[config.mk]
export PLATFORM = sky130hd
export DESIGN_NAME = mm_wr_alloc
export DESIGN_NICKNAME = d
export VERILOG_FILES = /design/src/rtl/mm_wr_alloc.sv
export SDC_FILE = /design/constraint.sdc
export NUM_CORES = 1
export LEC_CHECK = 0
export ABC_AREA = 1
export ABC_CLOCK_PERIOD_IN_PS = 2100
export BUFFER_PORTS_ARGS = -buffer_cell sky130_fd_sc_hd__buf_2
export CELL_PAD_IN_SITES_DETAIL_PLACEMENT = 0
export CELL_PAD_IN_SITES_GLOBAL_PLACEMENT = 1
export CORE_UTILIZATION = 35
export CTS_CLUSTER_SIZE = 8
export DETAILED_ROUTE_END_ITERATION = 12
export GPL_ROUTABILITY_DRIVEN = 1
export PLACE_DENSITY_LB_ADDON = 0.3
export SETUP_SLACK_MARGIN = 0.5
export SYNTH_ARGS = -nofsm -noshare
export SYNTH_HDL_FRONTEND = slang
export SYNTH_SLANG_ARGS = --single-unit
export TNS_END_PERCENT = 30
[constraint.sdc]
create_clock -name clk -period 2.1 [get_ports clk]
set_input_delay 0.525 -clock clk [delete_from_list [all_inputs] [get_ports clk]]
set_output_delay 0.525 -clock clk [all_outputs]
set_load 0.02 [all_outputs]
[src/rtl/mm_wr_alloc.sv]
// Match-memory write allocator. It takes a four-phase write request, claims the
// lowest free entry, writes it through a one-hot array strobe and acknowledges it.
// Entries are released individually through a one-hot free strobe.
module mm_wr_alloc #(
  parameter int unsigned DW = 32
) (
  input  logic          clk,
  input  logic          rst_n,
  input  logic          wr_req,
  input  logic [DW-1:0] wr_data,
  output logic          wr_ack,
  output logic [3:0]    wr_idx,
  output logic [15:0]   mmc_we,
  output logic [DW-1:0] mmc_wdata,
  input  logic          free_req,
  input  logic [15:0]   free_sel,
  output logic [15:0]   entry_vld,
  output logic          full,
  output logic          err_free
);

  typedef enum logic [1:0] {StIdle, StWrite, StAck} state_e;

  state_e      state_q;
  logic [3:0]  idx_q;
  logic [3:0]  alloc_idx;
  logic        free_onehot;
  logic        free_legal;
  logic [15:0] free_mask;
  logic [15:0] set_mask;
  logic [15:0] entry_vld_d;

  assign full = &entry_vld;

  // Lowest-numbered free entry, taken from the registered occupancy bitmap.
  always_comb begin
    alloc_idx = 4'd0;
    for (int i = 15; i >= 0; i--) begin
      if (!entry_vld[i]) alloc_idx = 4'(i);
    end
  end

  // Release decode. Freeing an entry that is not yet valid is an error, which
  // also covers a free racing the WRITE set of the same entry: the set wins.
  always_comb begin
    free_onehot = (free_sel != 16'd0) && ((free_sel & (free_sel - 16'd1)) == 16'd0);
    free_legal  = free_onehot && ((free_sel & entry_vld) != 16'd0);
    free_mask   = (free_req && free_legal) ? free_sel : 16'd0;
    set_mask    = (state_q == StWrite) ? mmc_we : 16'd0;
    entry_vld_d = (entry_vld & ~free_mask) | set_mask;
  end

  // Occupancy bitmap and illegal-release pulse.
  always_ff @(posedge clk or negedge rst_n) begin
    if (!rst_n) begin
      entry_vld <= 16'h0000;
      err_free  <= 1'b0;
    end else begin
      entry_vld <= entry_vld_d;
      err_free  <= free_req && !free_legal;
    end
  end

  // Request FSM with registered array strobe, write data and handshake outputs.
  always_ff @(posedge clk or negedge rst_n) begin
    if (!rst_n) begin
      state_q   <= StIdle;
      idx_q     <= 4'd0;
      mmc_we    <= 16'h0000;
      mmc_wdata <= '0;
      wr_ack    <= 1'b0;
      wr_idx    <= 4'd0;
    end else begin
      unique case (state_q)
        StIdle: begin
          if (wr_req && !full) begin
            state_q   <= StWrite;
            idx_q     <= alloc_idx;
            mmc_we    <= 16'd1 << alloc_idx;
            mmc_wdata <= wr_data;
          end
        end
        StWrite: begin
          state_q <= StAck;
          mmc_we  <= 16'h0000;
          wr_ack  <= 1'b1;
          wr_idx  <= idx_q;
        end
        StAck: begin
          if (!wr_req) begin
            state_q <= StIdle;
            wr_ack  <= 1'b0;
          end
        end
        default: begin
          state_q <= StIdle;
          mmc_we  <= 16'h0000;
          wr_ack  <= 1'b0;
        end
      endcase
    end
  end

endmodule

==> After elaboration in Yosys (flattened, before gate mapping) <==
Cells that the tools add are included.
W data, S select, Z words.
{ "word_totals": {"reg_bits": 76, "inputBits": 52, "out_inout_bits": 71, "elab_cells": 62} }
{ "classes": {"add_sub_neg": 1, "n_eq_ne": 4, "shifts": 1, "n_mux": 25, "bitwise": 7, "n_reduce_logical": 16} }
{ "ops": {"columns": ["cell", "n"], "rows": [
  ["$mux W4", 16],
  ["$and A16 B16 Y16", 3],
  ["$mux W16", 3],
  ["$pmux W16 S2", 1],
  ["$reduce_bool A16 Y1", 2],
  ["$logic_not A16 Y1", 1],
  ["$not A16 Y16", 1],
  ["$or A16 B16 Y16", 1],
  ["$reduce_and A16 Y1", 1],
  ["$shl A1 B4 Y16 const A", 1],
  ["$sub A16 B1 Y16 const B", 1],
  ["$reduce_and A2 Y1", 4],
  ["$pmux W2 S3", 1],
  ["$logic_and A1 B1 Y1", 5],
  ["$mux W2", 2],
  ["$ne A2 B2 Y1 const B", 2],
  ["$pmux W1 S3", 1],
  ["$eq A2 B1 Y1 const B", 1],
  ["$eq A2 B2 Y1 const B", 1],
  ["$logic_not A1 Y1", 2],
  ["$logic_not A2 Y1", 1],
  ["$not A1 Y1", 2],
  ["$mux W1", 1]
]} }

==> Longest topological paths before layout <==
Gate-level depths: netlist of run 1.
{ "logic_depth": {"word_depth": 19, "mapped_depth": 18} }

==> Worst setup path after synthesis of run 1 <==
No wires, ideal clock.
{ "synth_path": {"path_type": "input -> register", "startpoint": "input free_sel[0]", "endpoint": "register entry_vld[11]", "arrival_time_ns": 1.913, "required_time_ns": 1.982, "slack_ns": 0.069, "cell_stages": 15, "n_path_buf": 1, "path_cell_list": "nor2_2 -> nand2_1 -> nor2_2 -> nand2_2 -> nor2_4 -> nand3_2 -> nor2_2 -> nand2_1 -> nand2_1 -> nand3_1 -> nor2_2 -> buf_6 -> nand4_1 -> nand2_1 -> nand2_1"} }
{ "synth_between": {"elab_chain_cells": 10} }
{ "synth_rtl": {"columns": ["element", "line", "text"], "rows": [
  ["start: declaration", "16", "input logic [15:0] free_sel,"],
  ["$sub A16 B1 Y16", "46", "free_onehot = (free_sel != 16'd0) && ((free_sel & (free_sel - 16'd1)) == 16'd0);"],
  ["$and A16 B16 Y16", "46", null],
  ["$logic_not A16 Y1", "46", null],
  ["$logic_and A1 B1 Y1", "46", null],
  ["$logic_and A1 B1 Y1 *", "47", "free_legal = free_onehot && ((free_sel & entry_vld) != 16'd0);"],
  ["$logic_and A1 B1 Y1 *", "48", "free_mask = (free_req && free_legal) ? free_sel : 16'd0;"],
  ["$mux W16 *", "48", null],
  ["$not A16 Y16 *", "50", "entry_vld_d = (entry_vld & ~free_mask) | set_mask;"],
  ["$and A16 B16 Y16 *", "50", null],
  ["$or A16 B16 Y16 *", "50", null],
  ["named net entry_vld_d[11]", "31", "logic [15:0] entry_vld_d;"],
  ["end signal: assignment", "59", "entry_vld <= entry_vld_d;"],
  ["end: declaration", "17", "output logic [15:0] entry_vld,"]
]} }
The timed path passes the listed nets; every way through them passes the cells marked *.
A chain may end at the register's enable or synchronous reset.

==> Worst setup path in the final report of run 1 <==
{ "layout_path": {"startpoint": "register entry_vld[15]", "endpoint": "output full"} }
{ "layout_between": {"elab_chain_cells": 1} }
{ "layout_rtl": {"columns": ["element", "line", "text"], "rows": [
  ["$reduce_and A16 Y1", "33", "assign full = &entry_vld;"],
  ["end: declaration", "18", "output logic full,"]
]} }
Every way passes these cells.

==> flow_summary.yaml, run 1 <==
outcome:
  status: "complete, no violations"
worst_setup_path:
  cp_max_fo: 2
  rr_startpoint: "entry_vld[14]$_DFF_PN0_"
  reg2regPathDepth: 20
  r2r-end: "idx_q[0]$_DFFE_PN0P_"
  crit_path_end_kind: "primary output"
  crit_slowest_cell: "dfrtp_2"
  path_class: "flop to primary output"
  critical-path-max-stage-delay_ps: 380
  critPathRequiredTime_ps: 1570
  arrival_ps: 1410
  rrSetupSlack_ps: 210
  startpoint_type: "flop"
  path_cells: "nand4_1 > nor2_2 > inv_1 > nor2_1 > buf_4"
finish:
  antennaDiodeCount: 0
  drive_gt1_share_pct: 37.2
  final_common_cell: "nand2_1"
  finalNetCount: 655
  area_growth_pct: 42.7
  mostFrequentLayoutCells: "nand2_1 (216), buf_2 (120), dfrtp_1 (60)"
grt:
  grt_use_met3_pct: 4.55
  grt_max_degree: 48
  track_usage_pct: 19.9
  grt_first_pass_wirelength_um: 15600
  grt_pass1_vias: 3171
  busiest_layer: "met2"
  met1_usage_pct: 26.4
  use_met2_pct: 31.9
  antenna_found_initial: 0
  gr-total-overflow: 0
timing:
  period_share_pct: 92.2
  period_needed_ps: 1940
  finalHoldViolations: 0
  finalSetupViolCount: 0
  slew_violations: 0
  fmax_mhz: 516
  relSlewSlack_pct: 58.0
  clock_skew_ps: 10.1
  layout_setup_ws_ps: 163
  rsz0062_at_grt: "yes"
  tightest_slew_ps: 630
clocking:
  clkSinkCount: 76
  clk_latency_ps: 350
  htreeDepth: 3
  clk_path_buf_depth: 2
  cts_root_buffer: "clkbuf_8"
  clkTransAtPathRegs_ps: 80
  cts_buffers: 9
  cts_hold_buffers: 0
  cts_tree: "built"
routing:
  ant_nets: 0
  drt_iter0_drc: 125
  avgRoutedWirePerCell_um: 13.4
  drt-total-wl_um: 9960
  vias: 3481
  drtPass1Iterations: 4
  drc: 0
  via_per_inst: 4.70
logic_synthesis:
  ys_seq_area_share_pct: 54.7
  syn_area_um2: 3480
  ys_types: 25
  synth_nets: 492
  syn_area_per_cell_um2: 7.91
  synth_seq_cells: 76
  netlist_instances: 440
  yosys_warnings: 0
placed_design:
  place.gp.congestion: 0.837
  dpl.hpwl_um: 7180
  numPortBuffers: 122
  dp_slack_ps: -124
power_and_ir_drop:
  pwr_density_cell_nw_per_um2: 695
  total_leakage_power_nw: 2.75
  total_power_w: 0.00345
  ir_drop_mv: 0.468
die:
  core_um2: 9680
  die_h_um: 102
  initial_core_util_pct: 35.9
  io_pins: 123
  fp-row-count: 36
  dieArea_um2: 10300
  fp.dieW_um: 102
flow_run:
  cap_violations: 0
hold_path:
  hp-class: "input port to asynchronous set/reset pin"
## cell families after synthesis
family	share of synthesized area [%]
AND/OR/NAND/NOR	35.1
flip-flops	54.7
AO/OA/AOI/OAI	5.58
buffers and inverters	4.68
## sequential cells by signal, indices dropped and copies added, names as in the netlist
register and cells:
mmc_wdata 32, idx_q 4, wr_ack 1, err_free 1, wr_idx 4, entry_vld 16
state_q 2, mmc_we 16
## stage by stage
stage / utilization, % / cell area [µm²] / hold slack [ps] / setup TNS, ps / instances
6_report: 51.3 / 4960 / 188 / 0 / 741
5_1_grt: 51.3 / 4960 / 213 / 0 / 741
4_1_cts: 50.3 / 4880 / 198 / 0 / 732
3_5_place_dp: 45.9 / 4450 / 455 / -1840 / 702
3_3_place_gp: 45.9 / 4450 / 449 / -1220 / 702
2_1_floorplan: - / 3550 / 229 / 0 / 440
## cell usage after synthesis
| cell | instances | area share [%] |
|---|---|---|
| a211oi_1 | 1 | 0.22 |
| buf_6 | 2 | 0.65 |
| buf_1 | 3 | 0.32 |
| dfrtp_1 | 76 | 55 |
| clkinv_1 | 1 | 0.11 |
| nor3_1 | 3 | 0.43 |
| a21oi_1 | 3 | 0.43 |
| nand4_1 | 28 | 5.0 |
| nand2_1 | 226 | 24 |
| o21ai_1 | 1 | 0.14 |
| a22o_1 | 2 | 0.50 |
| buf_2 | 1 | 0.14 |
| o21bai_1 | 5 | 1.1 |
| or2_2 | 1 | 0.18 |
| clkbuf_1 | 7 | 0.76 |
| inv_1 | 25 | 2.7 |
| nor2_2 | 4 | 0.72 |
| nor2_1 | 15 | 1.6 |
| a31oi_1 | 1 | 0.18 |
| nand2_2 | 1 | 0.18 |
| o21ai_0 | 21 | 3.0 |
| nand3_1 | 10 | 1.4 |
| nor3_4 | 1 | 0.47 |
| nand3_2 | 1 | 0.29 |
| nor2_4 | 1 | 0.32 |
## area by class of cell
cell class / count / area, µm²
flip-flops and latches: 76 / 1920
repair buffers: 165 / 1040
multi-input cells: 325 / 1520
clock inverters: 6 / 88.8
clock buffers: 10 / 128
well taps: 133 / 166
fillers: 1014 / 4720
inverters: 26 / 98.8
## per-layer routing
| layer | vias to the layer above | routed length (µm) |
|---|---|---|
| met2 | 101 | 4710 |
| li1 | 1737 | - |
| met4 | 0 | 153 |
| met1 | 1634 | 4560 |
| met5 | - | 0 |
| met3 | 9 | 536 |
## what timing repair did
item                       in CTS  in global routing
pin swaps                       9                 11
gates cloned                    1                  0
buffers inserted               13                  9
setup endpoints to repair      73                 80
gates resized for setup        24                 12
## report_power, final
| group | total, W | switching, W | internal [W] |
|---|---|---|---|
| clock network | 0.00122 | 0.000555 | 0.000669 |
| registers | 0.00166 | 0.0000655 | 0.00159 |
| logic | 0.000569 | 0.000366 | 0.000203 |
| total | 0.00345 | 0.000986 | 0.00246 |
## critical path, delay by kind of cell (launching register included)
kind / cells / cell delay, ps
buffers and inverters: 2 / 230
DFF: 1 / 380
and+or+nand+nor: 3 / 450
## worst max path at each step
stage,startpoint,end,slack [ps],cells after the start
after CTS,entry_vld[14]$_DFF_PN0_,full,130,5
after global routing,entry_vld[14]$_DFF_PN0_,mmc_we[12]$_DFFE_PN0P_,20,20
final,entry_vld[15]$_DFF_PN0_,full,160,5
after global placement,free_sel[0],entry_vld[2]$_DFF_PN0_,-100,16
after floorplan,free_sel[0],entry_vld[11]$_DFF_PN0_,90,15
after detailed placement,free_sel[0],entry_vld[2]$_DFF_PN0_,-120,16
No activity file was read; power rests on OpenSTA's default activity.
==> inputs of run 2 (changes only) <==
--- a/constraint.sdc
+++ b/constraint.sdc
@@ -3,2 +3,2 @@
 set_output_delay 0.525 -clock clk [all_outputs]
-set_load 0.02 [all_outputs]
+set_load 0.1 [all_outputs]
==> flow_summary.yaml, run 2 (synthesis gave the netlist of run 1 again) <==
finish:
  max_flop_register: "mmc_wdata"
  largest_reg_flops: 32
  final_util_pct: 57.4
  drive_gt1_share_pct: 43.9
  design_area_um2: 5560
  reg_top3: "mmc_wdata x32, entry_vld x16, mmc_we x16"
  antennaDiodeCount: 0
  final_common_cell: "nand2_1"
  area_growth_pct: 59.9
  multi_input_area_um2: 1680
  finalNetCount: 671
  nFillCells: 865
  final_cells: 757
  mostFrequentLayoutCells: "nand2_1 (189), buf_2 (118), dfrtp_1 (60)"
  seqCellArea_um2: 1960
power_and_ir_drop:
  combPwrFrac_pct: 30.8
  seqPwrFrac_pct: 37.6
  ir_drop_mv: 0.658
  pwr_density_cell_nw_per_um2: 795
  total_power_w: 0.00442
  swShare_pct: 39.4
  total_leakage_power_nw: 3.02
  p_int_w: 0.00268
  clock_power_share_pct: 31.5
  p_sw_w: 0.00174
grt:
  grt_first_pass_wirelength_um: 16900
  gr-total-overflow: 0
  grt_max_degree: 45
  antenna_found_initial: 0
  track_usage_pct: 21.7
  grt_pass1_vias: 3393
clocking:
  cts_hold_buffers: 0
  cts_buffers: 9
  htreeDepth: 3
  clk_path_buf_depth: 2
  cts_tree: "built"
  clkTransAtPathRegs_ps: 80
  clk_latency_ps: 350
  clkSinkCount: 76
  cts_root_buffer: "clkbuf_8"
die:
  fp-row-count: 36
  core_um2: 9680
  dieArea_um2: 10300
  io_pins: 123
  die_h_um: 102
  initial_core_util_pct: 35.9
  fp.dieW_um: 102
placed_design:
  numPortBuffers: 122
  dpl.hpwl_um: 7070
  place.gp.congestion: 0.885
  place_area_um2: 4480
  dp_cells: 700
timing:
  rsz0062_at_grt: "yes"
  fmax_mhz: 492
  slew_violations: 0
  finalHoldViolations: 0
  relSlewSlack_pct: 66.1
  tightest_slew_ps: 512
  period_needed_ps: 2030
  clock_skew_ps: 13.0
  finalSetupViolCount: 0
  period_share_pct: 96.7
outcome:
  status: "complete, no violations"
worst_setup_path:
  cp_max_fo: 2
  startpoint_type: "flop"
  path_class: "flop to primary output"
  r2r-end: "mmc_wdata[17]$_DFFE_PN0P_"
  reg2regPathDepth: 13
  rr_startpoint: "entry_vld[14]$_DFF_PN0_"
  crit_path_end_kind: "primary output"
  critical-path-max-stage-delay_ps: 420
  critPathRequiredTime_ps: 1570
  path_cells: "nand4_1 > nor2_2 > inv_2 > nor2_4 > buf_12"
  critPathLaunch: "entry_vld[14]$_DFF_PN0_"
  rrSetupSlack_ps: 80
  crit_slowest_cell: "dfrtp_4"
  arrival_ps: 1510
routing:
  ant_nets: 0
  drt_iter0_drc: 152
  drt-total-wl_um: 11100
  avgRoutedWirePerCell_um: 14.7
  drc: 0
  drtPass1Iterations: 4
  vias: 3631
  via_per_inst: 4.80
flow_run:
  cap_violations: 0
hold_path:
  hp-class: "input port to asynchronous set/reset pin"
run 2: changes by cell type in the layout (fill, tap and decap cells not counted), sizes merged:
cell	delta
clkinvlp	-1
clkinv	-1
buf	+15
bufinv	+1
bufbuf	-1
clkbuf	+3
run 2: power groups by stage:
stage | combinational (W) | sequential [W] | clock [W]
finish | 0.00136 | 0.00167 | 0.00139
global route | 0.00142 | 0.00168 | 0.00148
global placement | 0.00129 | 0.00168 | 0
floorplan | 0.000153 | 0.00255 | 0
detailed placement | 0.00130 | 0.00169 | 0
CTS | 0.00133 | 0.00166 | 0.00141
run 2: critical path: cells and delay by family (launching register included):
| family | cells | cell delay [ps] |
|---|---|---|
| DFF | 1 | 420 |
| and+or+nand+nor | 3 | 470 |
| buffers and inverters | 2 | 260 |
run 2: worst max-delay path by stage:
stage                                 to  slack [ps]  cells after the start
2_1_floorplan    entry_vld[11]$_DFF_PN0_          70                     13
3_3_place_gp      entry_vld[1]$_DFF_PN0_         -90                     14
3_5_place_dp     entry_vld[15]$_DFF_PN0_        -130                     14
4_1_cts                             full          80                      5
5_1_grt        mmc_wdata[26]$_DFFE_PN0P_         -20                     13
6_report                            full          70                      5
run 2: repair_timing:
action                                  in CTS  in global routing
setup buffers                               25                  5
pin swaps                                   13                 14
endpoints found under the setup margin     141                141
cloned                                       9                  2
resized for setup                           48                 52
run 2: final cells by class:
class,count,area share (%)
clock inverters,4,1.71
flip-flops and latches,76,35.3
repair inverters,1,0.135
repair buffers,180,24.9
inverters,26,2.07
multi-input cells,325,30.2
clock buffers,12,2.79
well taps,133,2.99
run 2: per-stage QoR:
step	hold WS [ps]	setup TNS (ps)	worst slack [ps]
floorplan	229	0	68.9
global placement	450	-877	-90.2
detailed placement	454	-1710	-132
CTS	126	0	81.9
global route	128	-39.7	-22.6
finish	107	0	69.3
run 2: metal layers:
metal / vias to the layer above / track usage, % / wire (µm)
met4: 0 / 7.69 / 185
met3: 15 / 4.00 / 643
met5: - / 0 / 0
met2: 117 / 37.1 / 5700
met1: 1729 / 27.6 / 4610
li1: 1770 / - / -
==> inputs of run 3 (changes only) <==
- CELL_PAD_IN_SITES_DETAIL_PLACEMENT: 0 -> default
- CELL_PAD_IN_SITES_GLOBAL_PLACEMENT: 1 -> default
- CORE_UTILIZATION: 35 -> 50
==> flow_summary.yaml, run 3 (synthesis gave the netlist of run 1 again) <==
outcome:
  status: "complete, no violations"
die:
  fp-row-count: 30
  fp.dieW_um: 85.4
  dieArea_um2: 7290
  die_h_um: 85.4
  core_um2: 6760
  io_pins: 123
  initial_core_util_pct: 51.5
timing:
  clock_skew_ps: 18.7
  layout_setup_ws_ps: 64.0
  setup_tns_ps: 0
  relSlewSlack_pct: 62.0
  hold_slack_ps: 161
  period_share_pct: 97.0
  rsz0062_at_grt: "yes"
  finalHoldViolations: 0
  fmax_mhz: 491
  tightest_slew_ps: 570
  finalSetupViolCount: 0
  slew_violations: 0
  period_needed_ps: 2040
worst_setup_path:
  critPathRequiredTime_ps: 1570
  cp_max_fo: 2
  path_class: "flop to primary output"
  crit_slowest_cell: "dfrtp_4"
  critical-path-max-stage-delay_ps: 410
  startpoint_type: "flop"
  crit_family: "simple AND/OR/NAND/NOR gates"
  arrival_ps: 1510
  crit_path_end_kind: "primary output"
  path_cells: "nand4_1 > nor2_2 > inv_2 > nor2_4 > buf_12"
  crit_buf_inv: 2
power_and_ir_drop:
  clock_power_share_pct: 29.0
  ir_drop_mv: 0.832
  total_leakage_power_nw: 2.91
  p_int_w: 0.00251
  seqPwrFrac_pct: 39.4
  swShare_pct: 40.8
  pwr_density_cell_nw_per_um2: 811
  combPwrFrac_pct: 31.6
  p_sw_w: 0.00173
clocking:
  clkSinkCount: 76
  clk_path_buf_depth: 2
  clk_latency_ps: 360
  cts_buffers: 9
  cts_tree: "built"
  cts_hold_buffers: 0
  clkTransAtPathRegs_ps: 90
  htreeDepth: 3
  cts_root_buffer: "clkbuf_8"
finish:
  drive_gt1_share_pct: 39.7
  area_growth_pct: 50.0
  finalNetCount: 662
  reg_top3: "mmc_wdata x32, entry_vld x16, mmc_we x16"
  nFillCells: 471
  mostFrequentLayoutCells: "nand2_1 (214), buf_2 (119), dfrtp_1 (60)"
  max_flop_register: "mmc_wdata"
  antennaDiodeCount: 0
  final_util_pct: 77.2
  final_common_cell: "nand2_1"
  final_cells: 694
  largest_reg_flops: 32
placed_design:
  numPortBuffers: 122
  dp_slack_ps: -189
  place.gp.congestion: 0.894
  dp_cells: 647
  dpl.hpwl_um: 6710
grt:
  grt_max_degree: 35
  grt_first_pass_wirelength_um: 16300
  track_usage_pct: 29.0
  antenna_found_initial: 0
  gr-total-overflow: 0
  grt_pass1_vias: 3367
routing:
  ant_nets: 0
  avgRoutedWirePerCell_um: 15.0
  via_per_inst: 5.30
  drt-total-wl_um: 10400
  drt_iter0_drc: 250
  drc: 0
  drtPass1Iterations: 5
  vias: 3677
flow_run:
  cap_violations: 0
hold_path:
  hp-class: "input port to asynchronous set/reset pin"
==> run 3: worst paths after layout <==
check                                       endpoint  cells after the start  slack [ps]                     start
max                                             full                      5          60   entry_vld[15]$_DFF_PN0_
min                           entry_vld[3]$_DFF_PN0_                      1         160                     rst_n
max reg2reg                 mmc_wdata[6]$_DFFE_PN0P_                     11         150   entry_vld[13]$_DFF_PN0_
min reg2reg                 mmc_wdata[7]$_DFFE_PN0P_                      2         470  mmc_wdata[7]$_DFFE_PN0P_
max in group asynchronous  mmc_wdata[20]$_DFFE_PN0P_                      2        1250                     rst_n
min in group clk            mmc_wdata[7]$_DFFE_PN0P_                      3         360                wr_data[7]
==> run 3: metal layers <==
metal,vias to the layer above,track usage [%],part of all wire (%)
met5,-,0,0
met4,0,13.2,2.7
met3,28,5.35,6.1
met2,177,46.8,49
met1,1724,38.1,42
li1,1748,-,-
==> run 3: metrics by stage <==
step	power, W	cell area [µm²]
6_report	0.00423	5220
2_1_floorplan	0.00270	3600
4_1_cts	0.00421	5060
5_1_grt	0.00437	5220
3_3_place_gp	0.00297	4400
3_5_place_dp	0.00298	4400
==> run 3: repair_timing <==
action                                  4_1_cts  5_1_grt
gates cloned                                  6        1
endpoints found under the hold margin         0        0
pin swaps                                     5       11
gates resized for setup                      45       29
endpoints found under the setup margin      141      141
setup buffers                                18        7
==> run 3: final cells by class <==
type                       count  area (µm²)  area share (%)
sequential                    76        1960            37.6
multi-input combinational    325        1600            30.6
timing repair buffer         172        1240            23.7
clock buffer                  11         141            2.71
inverter                      26         110            2.11
tap                           80         100            1.92
clock inverter                 4        73.8            1.41
==> run 3: power groups by stage <==
| stage | clock, W | combinational [W] | sequential (W) |
|---|---|---|---|
| CTS | 0.00123 | 0.00132 | 0.00166 |
| global placement | 0 | 0.00128 | 0.00168 |
| global route | 0.00130 | 0.00139 | 0.00168 |
| finish | 0.00123 | 0.00134 | 0.00167 |
| detailed placement | 0 | 0.00130 | 0.00168 |
| floorplan | 0 | 0.000153 | 0.00255 |
==> run 3: worst reg2reg max path, stage by stage (launching register included) <==
cell and delay (ps):
dfrtp_4 480, nand4_1 170, nor2_2 80, inv_2 100, buf_4 120, o21ai_4 60
nor3_4 210, buf_6 160, clkinv_8 60, bufbuf_16 270, nand2_1 70, nand2_1 60
